$ cat src/rtl/stream_dwc_pkg.sv
// Shared types and elaboration-time helpers for the stream width converter.
// Mode, ratio and counter width are all derived from the two TDATA widths.
package stream_dwc_pkg;

    typedef enum logic [1:0] {DWC_EQ, DWC_DOWN, DWC_UP} dwc_mode_e;

    function automatic dwc_mode_e dwc_mode(input int in_w, input int out_w);
        if (in_w > out_w) return DWC_DOWN;
        if (out_w > in_w) return DWC_UP;
        return DWC_EQ;
    endfunction

    function automatic int dwc_ratio(input int in_w, input int out_w);
        return (in_w > out_w) ? (in_w / out_w) : (out_w / in_w);
    endfunction

    function automatic bit dwc_legal(input int in_w, input int out_w);
        return (in_w > out_w) ? ((in_w % out_w) == 0) : ((out_w % in_w) == 0);
    endfunction

    // ceil(log2(v)), never below 1 so a ratio of 1 still yields a usable vector
    function automatic int dwc_clog2(input int v);
        int r;
        r = 0;
        while ((1 << r) < v) r++;
        return (r < 1) ? 1 : r;
    endfunction

endpackage

$ cat src/rtl/stream_width_converter_ctr.sv
// Modulo-R beat counter shared by the split and pack datapaths.
// clr has priority over inc; the count wraps R-1 -> 0 on inc.
module dwc_beat_ctr #(
    parameter int R  = 3,
    parameter int CW = 2
) (
    input  logic          ap_clk,
    input  logic          ap_rst,
    input  logic          inc,
    input  logic          clr,
    output logic [CW-1:0] cnt,
    output logic          is_last
);
    localparam logic [CW-1:0] LAST = CW'(R - 1);

    logic [CW-1:0] cnt_q, cnt_d;

    always_comb begin
        cnt_d = cnt_q;
        if (clr)      cnt_d = '0;
        else if (inc) cnt_d = (cnt_q == LAST) ? '0 : cnt_q + CW'(1);
    end

    always_ff @(posedge ap_clk or posedge ap_rst) begin
        if (ap_rst) cnt_q <= '0;
        else        cnt_q <= cnt_d;
    end

    assign cnt     = cnt_q;
    assign is_last = (cnt_q == LAST);
endmodule

$ cat src/rtl/stream_width_converter.sv
// AXI-Stream width converter: splits (IN > OUT), packs (OUT > IN) or re-registers (equal)
// beats, always LSB chunk first, one narrow-side beat per cycle.
module stream_width_converter
    import stream_dwc_pkg::*;
#(
    parameter int IN_WIDTH  = 24,
    parameter int OUT_WIDTH = 8
) (
    input  logic                 ap_clk,
    input  logic                 ap_rst,
    input  logic [IN_WIDTH-1:0]  in0_V_TDATA,
    input  logic                 in0_V_TVALID,
    output logic                 in0_V_TREADY,
    output logic [OUT_WIDTH-1:0] out_V_TDATA,
    output logic                 out_V_TVALID,
    input  logic                 out_V_TREADY,
    output logic [dwc_clog2(dwc_ratio(IN_WIDTH, OUT_WIDTH))-1:0] beat_idx
);
    localparam dwc_mode_e MODE = dwc_mode(IN_WIDTH, OUT_WIDTH);
    localparam int        R    = dwc_ratio(IN_WIDTH, OUT_WIDTH);
    localparam int        CW   = dwc_clog2(R);

    if (!dwc_legal(IN_WIDTH, OUT_WIDTH)) begin : g_illegal
        $error("stream_width_converter: widths %0d/%0d are not integer multiples", IN_WIDTH, OUT_WIDTH);
    end

    if (MODE == DWC_DOWN) begin : g_down
        typedef enum logic {D_EMPTY, D_EMIT} down_state_e;
        down_state_e         state_q, state_d;
        logic [IN_WIDTH-1:0] data_q, data_d;
        logic                valid_q, valid_d;
        logic                in_rdy, in_fire, out_fire, is_last;
        logic [CW-1:0]       cnt;

        dwc_beat_ctr #(.R(R), .CW(CW)) u_ctr (
            .ap_clk(ap_clk), .ap_rst(ap_rst), .inc(out_fire), .clr(in_fire),
            .cnt(cnt), .is_last(is_last)
        );

        always_comb begin
            // the last chunk leaving frees the register, so a new word may load in the same cycle
            in_rdy   = !ap_rst && ((state_q == D_EMPTY) || (is_last && out_V_TREADY));
            in_fire  = in0_V_TVALID && in_rdy;
            out_fire = valid_q && out_V_TREADY;
            state_d  = state_q;
            data_d   = data_q;
            valid_d  = valid_q;
            case (state_q)
                D_EMPTY: if (in_fire) begin
                    data_d  = in0_V_TDATA;
                    valid_d = 1'b1;
                    state_d = D_EMIT;
                end
                D_EMIT: if (out_fire) begin
                    if (!is_last)     data_d = data_q >> OUT_WIDTH;
                    else if (in_fire) data_d = in0_V_TDATA;
                    else begin
                        valid_d = 1'b0;
                        state_d = D_EMPTY;
                    end
                end
                default: state_d = D_EMPTY;
            endcase
        end

        always_ff @(posedge ap_clk or posedge ap_rst) begin
            if (ap_rst) begin
                state_q <= D_EMPTY;
                data_q  <= '0;
                valid_q <= 1'b0;
            end else begin
                state_q <= state_d;
                data_q  <= data_d;
                valid_q <= valid_d;
            end
        end

        assign in0_V_TREADY = in_rdy;
        assign out_V_TDATA  = data_q[OUT_WIDTH-1:0];
        assign out_V_TVALID = valid_q;
        assign beat_idx     = cnt;
    end else if (MODE == DWC_UP) begin : g_up
        typedef enum logic {U_FILL, U_HOLD} up_state_e;
        up_state_e            state_q, state_d;
        logic [OUT_WIDTH-1:0] data_q, data_d;
        logic                 valid_q, valid_d;
        logic                 in_rdy, in_fire, out_fire, is_last;
        logic [CW-1:0]        cnt;

        dwc_beat_ctr #(.R(R), .CW(CW)) u_ctr (
            .ap_clk(ap_clk), .ap_rst(ap_rst), .inc(in_fire), .clr(1'b0),
            .cnt(cnt), .is_last(is_last)
        );

        always_comb begin
            in_rdy   = !ap_rst && ((state_q == U_FILL) || out_V_TREADY);
            in_fire  = in0_V_TVALID && in_rdy;
            out_fire = valid_q && out_V_TREADY;
            state_d  = state_q;
            data_d   = data_q;
            valid_d  = valid_q;
            // slot 0 starts a fresh word; in HOLD this only happens alongside the output leaving
            if (in_fire) begin
                if (cnt == '0) data_d = '0;
                data_d[int'(cnt)*IN_WIDTH +: IN_WIDTH] = in0_V_TDATA;
            end
            case (state_q)
                U_FILL: if (in_fire && is_last) begin
                    valid_d = 1'b1;
                    state_d = U_HOLD;
                end
                U_HOLD: if (out_fire) begin
                    valid_d = 1'b0;
                    state_d = U_FILL;
                end
                default: state_d = U_FILL;
            endcase
        end

        always_ff @(posedge ap_clk or posedge ap_rst) begin
            if (ap_rst) begin
                state_q <= U_FILL;
                data_q  <= '0;
                valid_q <= 1'b0;
            end else begin
                state_q <= state_d;
                data_q  <= data_d;
                valid_q <= valid_d;
            end
        end

        assign in0_V_TREADY = in_rdy;
        assign out_V_TDATA  = data_q;
        assign out_V_TVALID = valid_q;
        assign beat_idx     = cnt;
    end else begin : g_eq
        logic [IN_WIDTH-1:0] data_q, data_d;
        logic                valid_q, valid_d;
        logic                in_rdy, in_fire;

        always_comb begin
            in_rdy  = !ap_rst && (!valid_q || out_V_TREADY);
            in_fire = in0_V_TVALID && in_rdy;
            data_d  = data_q;
            valid_d = valid_q;
            if (in_fire) begin
                data_d  = in0_V_TDATA;
                valid_d = 1'b1;
            end else if (out_V_TREADY) begin
                valid_d = 1'b0;
            end
        end

        always_ff @(posedge ap_clk or posedge ap_rst) begin
            if (ap_rst) begin
                data_q  <= '0;
                valid_q <= 1'b0;
            end else begin
                data_q  <= data_d;
                valid_q <= valid_d;
            end
        end

        assign in0_V_TREADY = in_rdy;
        assign out_V_TDATA  = data_q;
        assign out_V_TVALID = valid_q;
        assign beat_idx     = '0;
    end
endmodule

$ cat config.mk
export PLATFORM = sky130hd
export DESIGN_NAME = stream_width_converter
export DESIGN_NICKNAME = d
export VERILOG_FILES = /design/src/rtl/stream_dwc_pkg.sv /design/src/rtl/stream_width_converter_ctr.sv /design/src/rtl/stream_width_converter.sv
export SDC_FILE = /design/constraint.sdc
export NUM_CORES = 1
export LEC_CHECK = 0
export CAP_MARGIN = 20
export CORE_UTILIZATION = 49
export CTS_CLUSTER_SIZE = 14
export DETAILED_ROUTE_END_ITERATION = 10
export GPL_TIMING_DRIVEN = 0
export PLACE_DENSITY = 0.92
export SLEW_MARGIN = 20
export SYNTH_ARGS = -nofsm -noshare
export SYNTH_HDL_FRONTEND = slang
export SYNTH_SLANG_ARGS = --single-unit
$ cat constraint.sdc
create_clock -name ap_clk -period 2.79 [get_ports ap_clk]
set_input_delay 0.558 -clock ap_clk [delete_from_list [all_inputs] [get_ports ap_clk]]
set_output_delay 0.558 -clock ap_clk [all_outputs]
set_load 0.02 [all_outputs]
* Word-level counts from Yosys, hierarchy flattened *
Cells that the tools add are included.

word-level totals
  flip-flop bits (word level) = 28
  input port bits = 28
  output and inout bits = 12
  word-level logic and storage cells = 35

cells by class
  $add $sub $neg = 1
  equality and inequality tests = 5
  multiplexer cells = 16
  bitwise gates (word level) = 1
  reduce and logical (&&, ||, !) cells = 8

operator list
  kind                                                              number
  24-bit 2-to-1 mux                                                 3
  24-bit case mux with 2 select lines                               1
  1-bit 2-to-1 mux                                                  7
  2-bit 2-to-1 mux                                                  3
  1-bit logical AND                                                 4
  2-bit by 1-bit != test with 1-bit output (second input constant)  2
  2-bit != test (second input constant)                             2
  1-bit case mux with 2 select lines                                2
  4-bit AND reduction                                               1
  2-bit by 1-bit adder with 2-bit output (second input constant)    1
  2-bit equality test (second input constant)                       1
  2-bit nonzero test                                                1
  1-bit zero test                                                   1
  1-bit logical OR                                                  1
  1-bit inverter                                                    1

* Longest topological paths before layout *
  word-level depth = 9
  mapped depth = 6
  depth with buffers taken out = 4

* By module *
A second synthesis with hierarchy kept.

second synthesis, totals
  cell total of the unflattened synthesis = 119
  area total of the unflattened synthesis = 1367.6 µm²

modules (own cells, without submodules)
  module                  instances  cells each  area an instance (µm²)
  stream_width_converter  1          109         1267.5
  dwc_beat_ctr            1          10          100.1

* Worst setup path before layout *
Ideal clock, no wire load.

  path kind = input -> register
  start point = input port ap_rst
  end point = register g_down.valid_q (netlist: out_V_TVALID)
  library setup time = 0.065 ns
  data arrival time = 1.728 ns
  setup slack = 0.997 ns
  stages on the path = 4
  buffers on the path = 0
  path through = inv_1 > nand2_1 > nor2_1 > o22a_1

on the way
  longest elaborated chain between the ends = 5

RTL lines
  item                               line                          RTL
  from (decl)                        stream_width_converter.sv:10  input logic ap_rst,
  1-bit zero test (no line) (*)      -
  1-bit logical AND (*)              stream_width_converter.sv:42  in_rdy = !ap_rst && ((state_q == D_EMPTY) || (is_last && out_V_TREADY));
  1-bit logical AND (*)              stream_width_converter.sv:43  in_fire = in0_V_TVALID && in_rdy;
  2-bit != test (no line)            -
  4-bit AND reduction (no line) (*)  -
  to (signal assigned)               stream_width_converter.sv:74  valid_q <= valid_d;
  to (decl)                          stream_width_converter.sv:31  logic valid_q, valid_d;

Mark *: on every way between the ends. The rest lies on a longest branch, timed or not.
A chain may end at the register's enable or synchronous reset.

* Worst setup path in the final report *
  start point = input port out_V_TREADY
  end point = output port in0_V_TREADY

on the way
  longest elaborated chain between the ends = 3

RTL lines
  item               line                          RTL
  from (decl)        stream_width_converter.sv:16  input logic out_V_TREADY,
  1-bit logical AND  stream_width_converter.sv:42
  1-bit logical OR   stream_width_converter.sv:42
  1-bit logical AND  stream_width_converter.sv:42
  to (decl)          stream_width_converter.sv:13  output logic in0_V_TREADY,

No other way between the ends.

==> out/qor.csv <==
metric,value,unit
Period minus WS final,2.61,ns
core area,2520,um2
power density over the cells,1040,nW/um2
Post-synth top cells,"28 x dfrtp_1, 16 x o21bai_1, 16 x o221a_2",
Cells after Synth,110,
row count,18,
slew margin rel.,0.604,
Syn Nets,138,
"Cell Area, Placed",1750,um2
leakage,0.736,nW
"Seq/Total Area, Yosys",0.529,
drt total wl,3.10,mm
part of the cycle the worst path needs,0.935,
grt total ovfl,0,
crit-path max FO,5,
"Arr. time, crit path",2.05,ns
clock buffer depth,2,
synthesized area,1320,um2
worst skew pair latency,0.33,ns
crit end category,output pin,
final setup fails,0,
fill count,187,
ys flop type,dfrtp_1,
port buffer count,39,
Remaining DRCs,0,
area delta synth->final,34.0,%
synth top area cells,"dfrtp_1 53%, o221a_2 14%, o21bai_1 9.1%, a22o_1 4.6%, buf_4 4.5%",
fraction of registers with async set/reset,1.00,
layout net count,182,
Iteration-0 DRC Markers,31,
Crit Reg-Reg Startpoint,g_down.u_ctr.cnt[0],
# resized after CTS,0,
Critical Setup Path Class,primary input to output pin,
post-DP HPWL,2.25,mm
number of setup buffers added after CTS,0,
"EDFF count, synth",0,
Final Hold Fails,0,
Synth top area share,0.529,
GRT Total Usage,0.237,
routability cong.,0.819,
synth warn,0,
largest net degree at the start of global routing,30,
TritonCTS clock tree,done,
design area,1770,um2
"CTS clk-pin slew, worst paths",0.14,ns
ANT cells,0,
Syn Area/Cell,12.0,um2
hold path startpoint,g_down.data_q[20],
Synth Register Bits,28,
die height,54.0,um
setup TNS,0,ns
outcome,completed,
hold buffers post-CTS,0,
root buf cell,clkbuf_4,
Die ar.,2910,um2
Peak VDD IR,0.709,mV
area occupied by multi-input gates,519,um2
vias in the first global route,1014,
Layout Skew,0.00609,ns
total area of sequential cells,701,um2
Initial Util,0.525,
Peak Freq,383,MHz
first-pass GRT wire length,4.83,mm
Final ANT Viol Nets,0,
drt first pass iters,4,
RSZ-0062 raised after global routing,false,
"Slew Viols, Final",0,
Inserted Clock Buffers,3,
startpoint types,primary input,
Worst-Margin Slew,0.594,ns
# clock sinks,28,
hold crit path type,register to register,
vias post-DR,1060,
Synth area leader,dfrtp_1,
H-tree level count,1,
Synth cell types,27,
die width,54.0,um
share of cells above drive strength 1,0.243,
antenna violations before repair,0,
IO Pins,40,
cell with the most instances after synthesis,dfrtp_1,
Routed WL per cell,17.0,um
Crit path required time,2.23,ns
vias per std cell,5.82,
Worst setup startpoint,out_V_TREADY,
Max Cap Violations,0,
## registers in the layout, summed over array words and instances, names as in the netlist
register	count
g_down.data_q	24
g_down.u_ctr.cnt	2
g_down.state_q	1
out_V_TVALID	1
## worst paths after layout
check                                     to  slack (ns)  depth (start not counted)
max                             in0_V_TREADY        0.18                          4
min                        g_down.data_q[20]        0.53                          1
max reg2reg                 g_down.data_q[5]        1.07                          5
min reg2reg                g_down.data_q[20]        0.53                          1
max in group asynchronous     g_down.state_q        1.74                          2
min in group asynchronous  g_down.data_q[15]        0.66                          2
## cell families after synthesis
family	after synthesis	synth area share
DFF	28	0.529
AOI/OAI and AO/OA	49	0.321
and+or+nand+nor	17	0.0709
buffers and inverters	16	0.0784
## power breakdown
| group | internal, mW | switching [mW] |
|---|---|---|
| registers | 0.586 | 0.135 |
| clock network | 0.0507 | 0.115 |
| logic | 0.545 | 0.409 |
| total | 1.18 | 0.659 |
## placed cells by master, fill, tap and decap left out, types with 3 or more instances in the layout
| cell type | netlist | layout |
|---|---|---|
| clkbuf_4 | 0 | 3 |
| nand2_1 | 6 | 6 |
| a22o_1 | 7 | 7 |
| buf_2 | 5 | 5 |
| buf_4 | 8 | 8 |
| o221a_2 | 16 | 16 |
| o21bai_1 | 16 | 16 |
| dfrtp_1 | 28 | 28 |
| clkdlybuf4s50_1 | 0 | 39 |
## routing by layer
metal  GRT usage  wire [um]
met3      0.0282        124
met2       0.372       1500
met1       0.318       1420
met5           0          0
met4       0.124         55
## worst max-delay path, cell delays in order
cell	delay, ns
clkdlybuf4s50_1	0.58
nand3b_1	0.14
a21oi_1	0.16
clkdlybuf4s50_1	0.61
## through the flow
step / power [mW] / std cells / setup slack, ns / utilization / hold WS (ns)
after floorplan: 1.36 / 110 / 0.997 / - / 0.467
final: 1.84 / 182 / 0.181 / 0.703 / 0.530
after CTS: 1.84 / 182 / 0.185 / 0.703 / 0.525
after global routing: 1.96 / 182 / 0.120 / 0.703 / 0.531
after detailed placement: 1.68 / 179 / 0.101 / 0.694 / 0.489
after global placement: 1.63 / 179 / 0.196 / 0.694 / 0.488
## layout make-up
cell class / instances / share of cell area
plain buffers: 15 / 0.0564
clock buffers: 3 / 0.0127
inverters: 1 / 0.00212
multi-input cells: 66 / 0.293
flip-flops and latches: 28 / 0.395
well taps: 30 / 0.0212
repair buffers: 39 / 0.220
Note: power is estimated with default switching activity, not from simulation.
